**config.mk**
```make
export PLATFORM = sky130hd
export DESIGN_NAME = shifter_pipe
export DESIGN_NICKNAME = d
export VERILOG_FILES = /design/src/rtl/shifter_pkg.sv /design/src/rtl/shifter_lane_stage.sv /design/src/rtl/shifter_pipe.sv
export SDC_FILE = /design/constraint.sdc
export NUM_CORES = 1
export LEC_CHECK = 0
export CORE_ASPECT_RATIO = 1.25
export CORE_UTILIZATION = 55
export CTS_BUF_LIST = sky130_fd_sc_hd__clkbuf_4 sky130_fd_sc_hd__clkbuf_8
export CTS_CLUSTER_SIZE = 30
export DETAILED_ROUTE_END_ITERATION = 8
export HOLD_SLACK_MARGIN = 0.08
export MAX_ROUTING_LAYER = met4
export PLACE_DENSITY = 0.89
export SLEW_MARGIN = 10
export SYNTH_ARGS = -nofsm -noshare
export SYNTH_HDL_FRONTEND = slang
export SYNTH_SLANG_ARGS = --single-unit
```
**constraint.sdc**
```tcl
create_clock -name clk -period 6.2 [get_ports clk]
set_clock_uncertainty 0.2 [all_clocks]
set_input_delay 1.24 -clock clk [delete_from_list [all_inputs] [get_ports clk]]
set_output_delay 1.24 -clock clk [all_outputs]
set_load 0.05 [all_outputs]
```
**src/rtl/shifter_pkg.sv**
```systemverilog
// Shared types and helpers for the pipelined multi-lane barrel shifter.
package shifter_pkg;

    localparam int DEF_WIDTH = 32;
    localparam int LVL       = $clog2(DEF_WIDTH);
    localparam int MAX_W     = 64;

    typedef enum logic [2:0] {
        OP_LSR = 3'd0,
        OP_LSL = 3'd1,
        OP_ASR = 3'd2,
        OP_ROR = 3'd3,
        OP_ROL = 3'd4
    } shift_op_e;

    // Sum keeps its carry so an overflowing pair still counts as a huge shift.
    function automatic logic [MAX_W:0] eff_amt(input logic [MAX_W-1:0] amt,
                                               input logic [MAX_W-1:0] amt2,
                                               input logic             sum);
        eff_amt = sum ? ({1'b0, amt} + {1'b0, amt2}) : {1'b0, amt};
    endfunction

endpackage

```
**src/rtl/shifter_lane_stage.sv**
```systemverilog
// One pipeline rank of one lane: applies shifter levels [LO,HI) and registers the result.
module shifter_lane_stage
    import shifter_pkg::*;
#(
    parameter int WIDTH = DEF_WIDTH,
    parameter int AW    = LVL,
    parameter int LO    = 0,
    parameter int HI    = 1
) (
    input  logic             clk,
    input  logic             rst,
    input  logic             i_advance,
    input  logic [WIDTH:0]   i_ext,
    input  logic [AW-1:0]    i_amt,
    input  logic             i_fill,
    input  logic             i_rot,
    input  logic             i_left,
    output logic [WIDTH:0]   o_ext,
    output logic [AW-1:0]    o_amt,
    output logic             o_fill,
    output logic             o_rot,
    output logic             o_left
);

    logic [WIDTH:0] w_ext;

    // Data lives in [WIDTH:1]; bit 0 catches the last bit shifted out (the carry candidate).
    always_comb begin
        w_ext = i_ext;
        for (int lv = LO; lv < HI; lv++) begin
            if (i_amt[lv]) begin
                if (i_rot) begin
                    w_ext = {(w_ext[WIDTH:1] >> (1 << lv)) | (w_ext[WIDTH:1] << (WIDTH - (1 << lv))),
                             w_ext[0]};
                end else begin
                    w_ext = (w_ext >> (1 << lv)) |
                            ({(WIDTH+1){i_fill}} & ~({(WIDTH+1){1'b1}} >> (1 << lv)));
                end
            end
        end
    end

    always_ff @(posedge clk) begin
        if (rst) begin
            o_ext  <= '0;
            o_amt  <= '0;
            o_fill <= 1'b0;
            o_rot  <= 1'b0;
            o_left <= 1'b0;
        end else if (i_advance) begin
            o_ext  <= w_ext;
            o_amt  <= i_amt;
            o_fill <= i_fill;
            o_rot  <= i_rot;
            o_left <= i_left;
        end
    end

endmodule

```
**src/rtl/shifter_pipe.sv**
```systemverilog
// Pipelined multi-lane barrel shifter with valid/ready on both sides.
// Left ops run as right ops on bit-reversed data so every rank only shifts right.
module shifter_pipe
    import shifter_pkg::*;
#(
    parameter int WIDTH  = DEF_WIDTH,
    parameter int LANES  = 2,
    parameter int STAGES = 2,
    parameter int TAG_W  = 4
) (
    input  logic                     clk,
    input  logic                     rst,
    input  logic                     in_valid,
    output logic                     in_ready,
    input  logic [2:0]               in_op,
    input  logic                     in_sum,
    input  logic [LANES*WIDTH-1:0]   in_data,
    input  logic [LANES*WIDTH-1:0]   in_amt,
    input  logic [WIDTH-1:0]         in_amt2,
    input  logic [TAG_W-1:0]         in_tag,
    output logic                     out_valid,
    input  logic                     out_ready,
    output logic [LANES*WIDTH-1:0]   out_data,
    output logic [LANES-1:0]         out_carry,
    output logic [TAG_W-1:0]         out_tag
);

    localparam int AW  = $clog2(WIDTH);
    localparam int PER = AW / STAGES;

    logic [WIDTH:0]    w_inExt  [LANES];
    logic [AW-1:0]     w_inAmt  [LANES];
    logic              w_inFill [LANES];
    logic              w_inRot  [LANES];
    logic              w_inLeft [LANES];

    logic [WIDTH:0]    w_stExt  [STAGES][LANES];
    logic [AW-1:0]     w_stAmt  [STAGES][LANES];
    logic              w_stFill [STAGES][LANES];
    logic              w_stRot  [STAGES][LANES];
    logic              w_stLeft [STAGES][LANES];

    logic [STAGES-1:0] r_valid;
    logic [STAGES-1:0] w_adv;
    logic [TAG_W-1:0]  r_tag [STAGES];

    function automatic logic [WIDTH-1:0] reverse(input logic [WIDTH-1:0] v);
        logic [WIDTH-1:0] r;
        for (int b = 0; b < WIDTH; b++) begin
            r[b] = v[WIDTH-1-b];
        end
        return r;
    endfunction

    // Oversized shifts are resolved here by preloading the final value with a zero amount.
    always_comb begin
        for (int l = 0; l < LANES; l++) begin
            logic [WIDTH-1:0] x;
            logic [WIDTH-1:0] d;
            logic [WIDTH:0]   ea;
            logic             big;
            logic             exact;
            logic             left;
            x     = in_data[l*WIDTH +: WIDTH];
            ea    = (WIDTH+1)'(eff_amt(MAX_W'(in_amt[l*WIDTH +: WIDTH]), MAX_W'(in_amt2),
                                       in_sum && (l == 0)));
            left  = (in_op == OP_LSL) || (in_op == OP_ROL);
            d     = left ? reverse(x) : x;
            big   = |ea[WIDTH:AW];
            exact = (ea == (WIDTH+1)'(WIDTH));

            w_inExt[l]  = {d, 1'b0};
            w_inAmt[l]  = ea[AW-1:0];
            w_inFill[l] = 1'b0;
            w_inRot[l]  = 1'b0;
            w_inLeft[l] = left;
            case (in_op)
                OP_LSR, OP_LSL: begin
                    if (big) begin
                        w_inExt[l] = {{WIDTH{1'b0}}, exact & d[WIDTH-1]};
                        w_inAmt[l] = '0;
                    end
                end
                OP_ASR: begin
                    w_inFill[l] = x[WIDTH-1];
                    if (big) begin
                        w_inExt[l] = {(WIDTH+1){x[WIDTH-1]}};
                        w_inAmt[l] = '0;
                    end
                end
                OP_ROR, OP_ROL: begin
                    w_inRot[l] = 1'b1;
                end
                default: begin
                    w_inExt[l]  = {x, 1'b0};
                    w_inAmt[l]  = '0;
                    w_inLeft[l] = 1'b0;
                end
            endcase
            if (in_sum && (l != 0)) begin
                w_inExt[l]  = '0;
                w_inAmt[l]  = '0;
                w_inFill[l] = 1'b0;
                w_inRot[l]  = 1'b0;
                w_inLeft[l] = 1'b0;
            end
        end
    end

    for (genvar k = 0; k < STAGES; k++) begin : g_rank
        for (genvar l = 0; l < LANES; l++) begin : g_lane
            logic [WIDTH:0] w_srcExt;
            logic [AW-1:0]  w_srcAmt;
            logic           w_srcFill;
            logic           w_srcRot;
            logic           w_srcLeft;

            if (k == 0) begin : g_first
                assign w_srcExt  = w_inExt[l];
                assign w_srcAmt  = w_inAmt[l];
                assign w_srcFill = w_inFill[l];
                assign w_srcRot  = w_inRot[l];
                assign w_srcLeft = w_inLeft[l];
            end else begin : g_next
                assign w_srcExt  = w_stExt[k-1][l];
                assign w_srcAmt  = w_stAmt[k-1][l];
                assign w_srcFill = w_stFill[k-1][l];
                assign w_srcRot  = w_stRot[k-1][l];
                assign w_srcLeft = w_stLeft[k-1][l];
            end

            shifter_lane_stage #(
                .WIDTH (WIDTH),
                .AW    (AW),
                .LO    (k * PER),
                .HI    ((k == STAGES - 1) ? AW : (k + 1) * PER)
            ) u_stage (
                .clk       (clk),
                .rst       (rst),
                .i_advance (w_adv[k]),
                .i_ext     (w_srcExt),
                .i_amt     (w_srcAmt),
                .i_fill    (w_srcFill),
                .i_rot     (w_srcRot),
                .i_left    (w_srcLeft),
                .o_ext     (w_stExt[k][l]),
                .o_amt     (w_stAmt[k][l]),
                .o_fill    (w_stFill[k][l]),
                .o_rot     (w_stRot[k][l]),
                .o_left    (w_stLeft[k][l])
            );
        end
    end

    // A rank moves when it is empty or its successor moves, so bubbles collapse.
    always_comb begin
        logic nextAdv;
        nextAdv = out_ready;
        for (int k = STAGES - 1; k >= 0; k--) begin
            w_adv[k] = !r_valid[k] || nextAdv;
            nextAdv  = w_adv[k];
        end
    end

    assign in_ready = w_adv[0] && !rst;

    always_ff @(posedge clk) begin
        if (rst) begin
            r_valid <= '0;
            for (int k = 0; k < STAGES; k++) begin
                r_tag[k] <= '0;
            end
        end else begin
            if (w_adv[0]) begin
                r_valid[0] <= in_valid;
                r_tag[0]   <= in_tag;
            end
            for (int k = 1; k < STAGES; k++) begin
                if (w_adv[k]) begin
                    r_valid[k] <= r_valid[k-1];
                    r_tag[k]   <= r_tag[k-1];
                end
            end
        end
    end

    assign out_valid = r_valid[STAGES-1];
    assign out_tag   = r_tag[STAGES-1];

    // Rotate carry is the result MSB in the (possibly reversed) right-rotate domain.
    always_comb begin
        out_data  = '0;
        out_carry = '0;
        for (int l = 0; l < LANES; l++) begin
            logic [WIDTH-1:0] y;
            y = w_stExt[STAGES-1][l][WIDTH:1];
            out_carry[l] = w_stRot[STAGES-1][l] ? ((|w_stAmt[STAGES-1][l]) & y[WIDTH-1])
                                                : w_stExt[STAGES-1][l][0];
            out_data[l*WIDTH +: WIDTH] = w_stLeft[STAGES-1][l] ? reverse(y) : y;
        end
    end

endmodule
```
==> results.toml, run 1 <==
[status]
outcome = "complete, no violations"

[sta]
fin_setup_tns_ns = 0
hold_violations = 0
rsz0062_at_grt = "false"
min_period_over_period = 0.947
hold_ws_ns = 0.255
relSlewSlack = 0.199
post-route-min-period_ns = 5.87
fmax_mhz = 170
finalMaxSlewViolations = 0
tightest_slew_ns = 1.20
setup_viol = 0

[route]
ant_nets = 0
drt-met1-wl_mm = 19.5
wl_met2_mm = 25.5
via_per_inst = 6.32
wl_met3_mm = 3.71
first_iter_violations = 1215
drcViolationCount = 0
top_layer_used = "met4"
firstDrtPassIters = 5
wl_per_cell_um = 19.8
finalWirelength_mm = 51.6
num_vias = 16500

[critical_path]
rr_startpoint = "r_valid[1]"
worstPathCellList = "clkdlybuf4s50_1, ha_1, fa_1, a211oi_1, buf_4, o21ai_1, buf_4, a211oi_1, o21ai_0, a41oi_1, xor2_1, a21oi_1, or3b_1, nor3_4, buf_4, buf_4, a211oi_1, mux2i_1, nand2_1, o211ai_1"
crit_top_cell = "buf_4"
rrSetupSlack_ns = 3.17
critPathBufInv = 5
crit_type = "in -> reg"
crit_family = "compound AO/OA/AOI/OAI gates"
start_kind = "input pin"
path_max_fanout = 22
slowest_stage = "or3b_1"
cp-startpoint = "in_amt[0]"
critPathCaptureType = "flop"
r2r-end = "g_rank[0].g_lane[1].u_stage.o_ext[17]"
max_stage_delay_ns = 0.53
ff2ff_path_depth = 7
crit_required_ns = 6.41
arrival_ns = 6.08

[power_and_ir_drop]
power_frac_seq = 0.387
power_leakage_uw = 0.00711
switching_share = 0.386
p_per_area_mw_per_mm2 = 177
p_total_uw = 3260
power_frac_comb = 0.377
p_switching_uw = 1260
internal-power_uw = 2000
p_clk_frac = 0.237
vdd.ir_drop.worst_mv = 0.138

[synthesis]
synthDistinctLibCells = 87
synth_area_mm2 = 0.0150
synth_edf_count = 8
syn_inst = 2057
ys_async_sr_fraction = 0
yosysWarningCount = 0
avgSynthCellArea_um2 = 7.28
ys_ff_latch = 172
synth_top_flop_cell = "dfxtp_1"
yosysSeqAreaShare = 0.235
synth_nets = 2262

[clocking]
clk_pin_slew_worst_paths_ns = 0.10
cts_made_buffers = 17
post_cts_buffers = 0
clock_latency_ns = 0.49
cts_root_buffer = "clkbuf_8"
hold_buffers = 0
post_cts_resized = 0
clockBufferDepth = 2
cts_tree = "built"
h-tree-depth = 4
cts_sinks = 172

[place]
placed_cells = 2573
place_hpwl_mm = 40.5
io_buffers = 243
routabilityCongestion = 1.02

[min_path]
min_from = "g_rank[1].g_lane[0].u_stage.o_amt[4]"
hold_depth = 2
whs_endpoint = "g_rank[1].g_lane[0].u_stage.o_amt[4]"
worst_hold_path_type = "reg -> reg"

[floorplan]
rows = 67
die_w_um = 150
coreArea_mm2 = 0.0267
die-area_mm2 = 0.0279
die_y_um = 186
pin_count = 244
start_util = 0.560

[cells_and_area]
final_cells = 2611
final_layout_size_suffix_gt1_frac = 0.119
design.final.nets = 2452
syn_to_final_growth_pct = 22.6

[grt]
grt_use_total = 0.378
grt_pass1_vias = 15400
grt_first_pass_wirelength_mm = 81.0
gr-total-overflow = 0
antenna_found_initial = 6
grt_start_max_net_pins = 103

[flow_run]
maxCapViolCount = 0
## sequential cells by signal, indices dropped and copies added (netlist names)
| register | cells |
|---|---|
| g_rank.g_lane.u_stage.o_amt | 20 |
| g_rank.g_lane.u_stage.o_ext | 132 |
| g_rank.g_lane.u_stage.o_fill | 2 |
| g_rank.g_lane.u_stage.o_left | 4 |
| g_rank.g_lane.u_stage.o_rot | 4 |
| r_tag | 8 |
| r_valid | 2 |
## cells by family (layout without fill, tap and decap cells)
logic type | after synthesis | after routing | synth area share
AND/OR/NAND/NOR | 726 | 726 | 0.218
AO/OA/AOI/OAI | 645 | 645 | 0.270
multiplexers | 234 | 234 | 0.175
buffers and inverters | 226 | 429 | 0.0612
flip-flops | 172 | 172 | 0.235
adder cells (fa/ha/maj) | 33 | 33 | 0.0281
XOR/XNOR | 21 | 21 | 0.0123
other | 0 | 6 | 0
## layout by cell type (no fill, tap or decap), types with 8 or more instances in the layout
cell type / instances
nor3_1: 65
mux2i_1: 140
and2_1: 16
a21o_1: 11
clkbuf_8: 17
nor2_1: 253
buf_4: 111
nand4_1: 25
nor2b_1: 16
o21ai_1: 8
mux4_2: 14
o31ai_1: 9
nand3_1: 17
nor4_1: 21
clkdlybuf4s50_1: 240
edfxtp_1: 8
xnor2_1: 15
mux2_2: 78
o22ai_1: 12
ha_1: 32
inv_1: 40
a211o_1: 35
o211ai_1: 60
dfxtp_1: 160
a21oi_1: 219
o21ai_0: 145
a22oi_1: 18
a221oi_1: 8
a211oi_1: 59
nand2_1: 250
nand3b_1: 21
## cell usage after synthesis (14+ instances only)
cell      instances  share of area
nor2_1          253          0.063
nand2_1         250          0.063
a21oi_1         219          0.073
dfxtp_1         164           0.22
o21ai_0         145          0.048
mux2i_1         140          0.094
clkbuf_1        128          0.032
mux2_2           78          0.059
nor3_1           66          0.022
o211ai_1         60          0.030
a211oi_1         59          0.030
inv_1            40          0.010
a211o_1          35          0.020
ha_1             32          0.027
buf_1            25         0.0063
nand4_1          25          0.010
buf_2            21         0.0070
nand3b_1         21          0.011
nor4_1           21         0.0088
a22oi_1          18         0.0090
and2_1           17         0.0071
nand3_1          17         0.0057
nor2b_1          17         0.0071
xnor2_1          15         0.0088
mux4_2           14          0.021
## through the flow
step	area (um2)	worst slack (ns)	util
4_1_cts	18300	0.373	0.686
3_5_place_dp	18000	-0.111	0.671
3_3_place_gp	18000	-0.0927	0.671
6_report	18400	0.328	0.686
2_1_floorplan	15000	0.804	-
5_1_grt	18400	0.0785	0.686
## power by group through the flow
stage | Clock [uW] | Combinational [uW] | Sequential (uW)
after floorplan | 0 | 764 | 1250
after global routing | 824 | 1320 | 1270
final | 771 | 1230 | 1260
after detailed placement | 0 | 1210 | 1280
after global placement | 0 | 1190 | 1280
after CTS | 768 | 1210 | 1260
## how the worst max path moves through the flow
stage,slack [ns],cells past startpoint,to
final,0.33,20,g_rank[0].g_lane[0].u_stage.o_ext[5]
after global routing,0.08,20,g_rank[0].g_lane[0].u_stage.o_ext[5]
after CTS,0.37,20,g_rank[0].g_lane[0].u_stage.o_ext[5]
after detailed placement,-0.11,20,g_rank[0].g_lane[0].u_stage.o_ext[5]
after global placement,-0.09,19,g_rank[0].g_lane[0].u_stage.o_ext[2]
after floorplan,0.80,16,g_rank[0].g_lane[0].u_stage.o_ext[2]
## worst min-delay path: stages (launching register included)
cell	delay, ns
dfxtp_1	0.32
nand2_1	0.05
a21oi_1	0.05
## cell type report
cell class / count / area (um2)
Fill cell: 2216 / 8390
Antenna cell: 6 / 15.0
Sequential cell: 172 / 3530
Tap cell: 345 / 432
Clock buffer: 17 / 234
Timing Repair Buffer: 354 / 3280
Inverter: 43 / 161
Clock inverter: 15 / 150
Multi-Input combinational cell: 1659 / 10600
## routing by layer
metal,global-route usage,vias to the layer above
li1,-,7893
met4,0.210,0
met2,0.632,805
met5,-,-
met3,0.0614,138
met1,0.424,7654
(Power assumes the default switching activity.)
==> run 2, diff against run 1 <==
--- a/config.mk
+++ b/config.mk
@@ -5,6 +5,7 @@
 export SDC_FILE = /design/constraint.sdc
 export NUM_CORES = 1
 export LEC_CHECK = 0
+export ABC_AREA = 1
 export CORE_ASPECT_RATIO = 1.25
 export CORE_UTILIZATION = 55
 export CTS_BUF_LIST = sky130_fd_sc_hd__clkbuf_4 sky130_fd_sc_hd__clkbuf_8
==> run 2 against run 1 <==
  * Critical path depth shrank 7
  * Sequential cell count is the same
  * Global-route usage grew 1.8 points
==> results.toml, run 2 <==
[status]
outcome = "complete, no violations"

[synthesis]
synth_edf_count = 8
synth_area_mm2 = 0.0152
netlist.top_cell.by_area = "nand2_1"
synth.most_common_cell = "nand2_1"
synth_nets = 2930
synth_top_flop_cell = "dfxtp_1"
synthDistinctLibCells = 52
yosys.area.top_type_share = 0.222
yosysSeqAreaShare = 0.231
avgSynthCellArea_um2 = 5.60
ys_async_sr_fraction = 0
netlist_top_cells_area = "nand2_1 (22%), dfxtp_1 (22%), o21ai_0 (13%), nand3_1 (8.4%), inv_1 (8.3%)"
yosysWarningCount = 0
ys_ff_latch = 172
synthTopCellsByCount = "nand2_1 (901), o21ai_0 (386), inv_1 (338)"
syn_inst = 2725

[floorplan]
pin_count = 244
rows = 67
die-area_mm2 = 0.0284
coreArea_mm2 = 0.0270
die_y_um = 188
start_util = 0.565
die_w_um = 151

[cells_and_area]
final_cells = 3221
regMostFlops = "g_rank.g_lane.u_stage.o_ext"
post-route-util = 0.667
final_common_cell = "nand2_1"
syn_to_final_growth_pct = 18.0
final_cell_mix = "nand2_1 (900), o21ai_0 (386), inv_1 (337), nand3_1 (256), clkdlybuf4s50_1 (241)"
largest_reg_flops = 132
reg.largest.list = "g_rank.g_lane.u_stage.o_ext (132), g_rank.g_lane.u_stage.o_amt (20), r_tag (8)"
design.final.nets = 3063
final_layout_size_suffix_gt1_frac = 0.0345

[grt]
grt_start_max_net_pins = 99
grt_first_pass_wirelength_mm = 86.5
gr-total-overflow = 0
grt_pass1_vias = 17100
grt_use_total = 0.396
antenna_found_initial = 5

[route]
first_iter_violations = 1524
via_per_inst = 5.83
firstDrtPassIters = 7
finalWirelength_mm = 55.1
wl_per_cell_um = 17.1
ant_nets = 0
drcViolationCount = 0
num_vias = 18800

[flow_run]
maxCapViolCount = 0

[sta]
min_period_over_period = 0.870
relSlewSlack = 0.310
tightest_slew_ns = 1.03
post-route-min-period_ns = 5.39
finalMaxSlewViolations = 0
fmax_mhz = 185
setup_viol = 0
fin_setup_tns_ns = 0
hold_violations = 0
rsz0062_at_grt = "false"
setup_slack_ns = 0.809

[clocking]
hold_buffers = 0
clock_latency_ns = 0.48
clk_pin_slew_worst_paths_ns = 0.10
clockBufferDepth = 2
post_cts_resized = 0
cts_made_buffers = 17
cts_tree = "built"
post_cts_buffers = 0
h-tree-depth = 4
cts_root_buffer = "clkbuf_8"
cts_sinks = 172

[critical_path]
crit_type = "in -> reg"
rr_startpoint = "g_rank[0].g_lane[0].u_stage.o_amt[3]"
worstPathCellList = "clkdlybuf4s50_1, nor2_1, nand2_1, nand2_1, inv_1, nand2_1, nand2_1, clkinv_1, nand3_1, buf_4, clkinv_1, o21ai_0, o22ai_1"
ff2ff_path_depth = 6
r2r-end = "g_rank[1].g_lane[0].u_stage.o_ext[25]"
max_stage_delay_ns = 0.76
rrSetupSlack_ns = 2.69
critPathCaptureType = "flop"
critPathBufInv = 5
path_max_fanout = 34
crit_top_cell = "nand2_1"
arrival_ns = 5.53
crit_cells = 13
slowest_stage = "clkinv_1"
crit_family = "buffers and inverters"
crit_required_ns = 6.34
start_kind = "input pin"

[place]
placed_cells = 3184
place_hpwl_mm = 43.3
io_buffers = 243
dpl_worst_slack_ns = 0.466
routabilityCongestion = 1.06

[power_and_ir_drop]
power_frac_seq = 0.380
p_per_area_mw_per_mm2 = 181
vdd.ir_drop.worst_mv = 0.0991
p_switching_uw = 1310
power_frac_comb = 0.376
p_clk_frac = 0.243
switching_share = 0.400
internal-power_uw = 1960
power_leakage_uw = 0.00816

[min_path]
min_from = "g_rank[0].g_lane[1].u_stage.o_fill"
hold_depth = 2
whs_endpoint = "g_rank[0].g_lane[1].u_stage.o_fill"
worst_hold_path_type = "reg -> reg"
-- run 2: cell count changes in the layout (fill, tap and decap cells not counted), moves of 74 or more --
cell     delta
a21oi_1   -156
nand2_1   +650
mux2_2     -78
o21ai_0   +241
mux2i_1   -123
buf_4      -86
nand3_1   +239
nor2_1     -74
inv_1     +297
-- run 2: worst register-to-register path, cell delays in order (launching register included) --
cell and delay [ns]:
dfxtp_1 0.88, inv_1 0.65, nor2_1 0.61, o21ai_0 0.18
o21a_1 0.15, o21ai_0 0.55, a21oi_1 0.14
-- run 2: worst max-delay path by stage --
stage	start	endpoint	slack, ns
floorplan	out_ready	in_ready	1.94
global placement	in_op[0]	g_rank[0].g_lane[1].u_stage.o_ext[7]	0.55
detailed placement	in_op[0]	g_rank[0].g_lane[1].u_stage.o_ext[7]	0.47
CTS	in_op[0]	g_rank[0].g_lane[1].u_stage.o_ext[7]	0.94
global route	in_op[0]	g_rank[0].g_lane[1].u_stage.o_ext[7]	0.27
finish	in_op[0]	g_rank[0].g_lane[1].u_stage.o_ext[7]	0.81
-- run 2: power by group through the flow --
stage,clock (uW),combinational (uW),sequential (uW)
floorplan,0,803,1240
global placement,0,1180,1260
detailed placement,0,1200,1260
CTS,791,1200,1240
global route,839,1340,1250
finish,794,1230,1240
-- run 2: per-stage QoR --
step	hold WS, ns	total power, uW	instance area, um2
after floorplan	0.220	2050	15200
after detailed placement	0.265	2460	17600
final	0.282	3260	18000
after global placement	0.261	2440	17600
after global routing	0.304	3430	18000
after CTS	0.281	3230	18000
-- run 2: layout make-up --
type / count / area [um2]
multi-input cells: 2048 / 9710
fillers: 2463 / 9000
flip-flops and latches: 172 / 3520
repair buffers: 267 / 2610
inverters: 352 / 1320
well taps: 345 / 432
clock buffers: 19 / 255
clock inverters: 13 / 130
diodes: 5 / 12.5
-- run 2: per-layer routing --
layer / track usage / up-vias / wire length [um]
li1: - / 9119 / -
met1: 0.451 / 8440 / 20600
met2: 0.659 / 1035 / 26700
met3: 0.0501 / 177 / 4500
met4: 0.230 / 0 / 3250
met5: - / - / 0
-- run 2: cell families after synthesis --
family | count (synthesis) | share of synthesized area
DFF | 172 | 0.231
buffers and inverters | 505 | 0.132
muxes | 17 | 0.0112
AOI/OAI and AO/OA | 588 | 0.215
xor gates and xnor gates | 4 | 0.00230
and+or+nand+nor | 1406 | 0.380
adders and majority gates | 33 | 0.0276
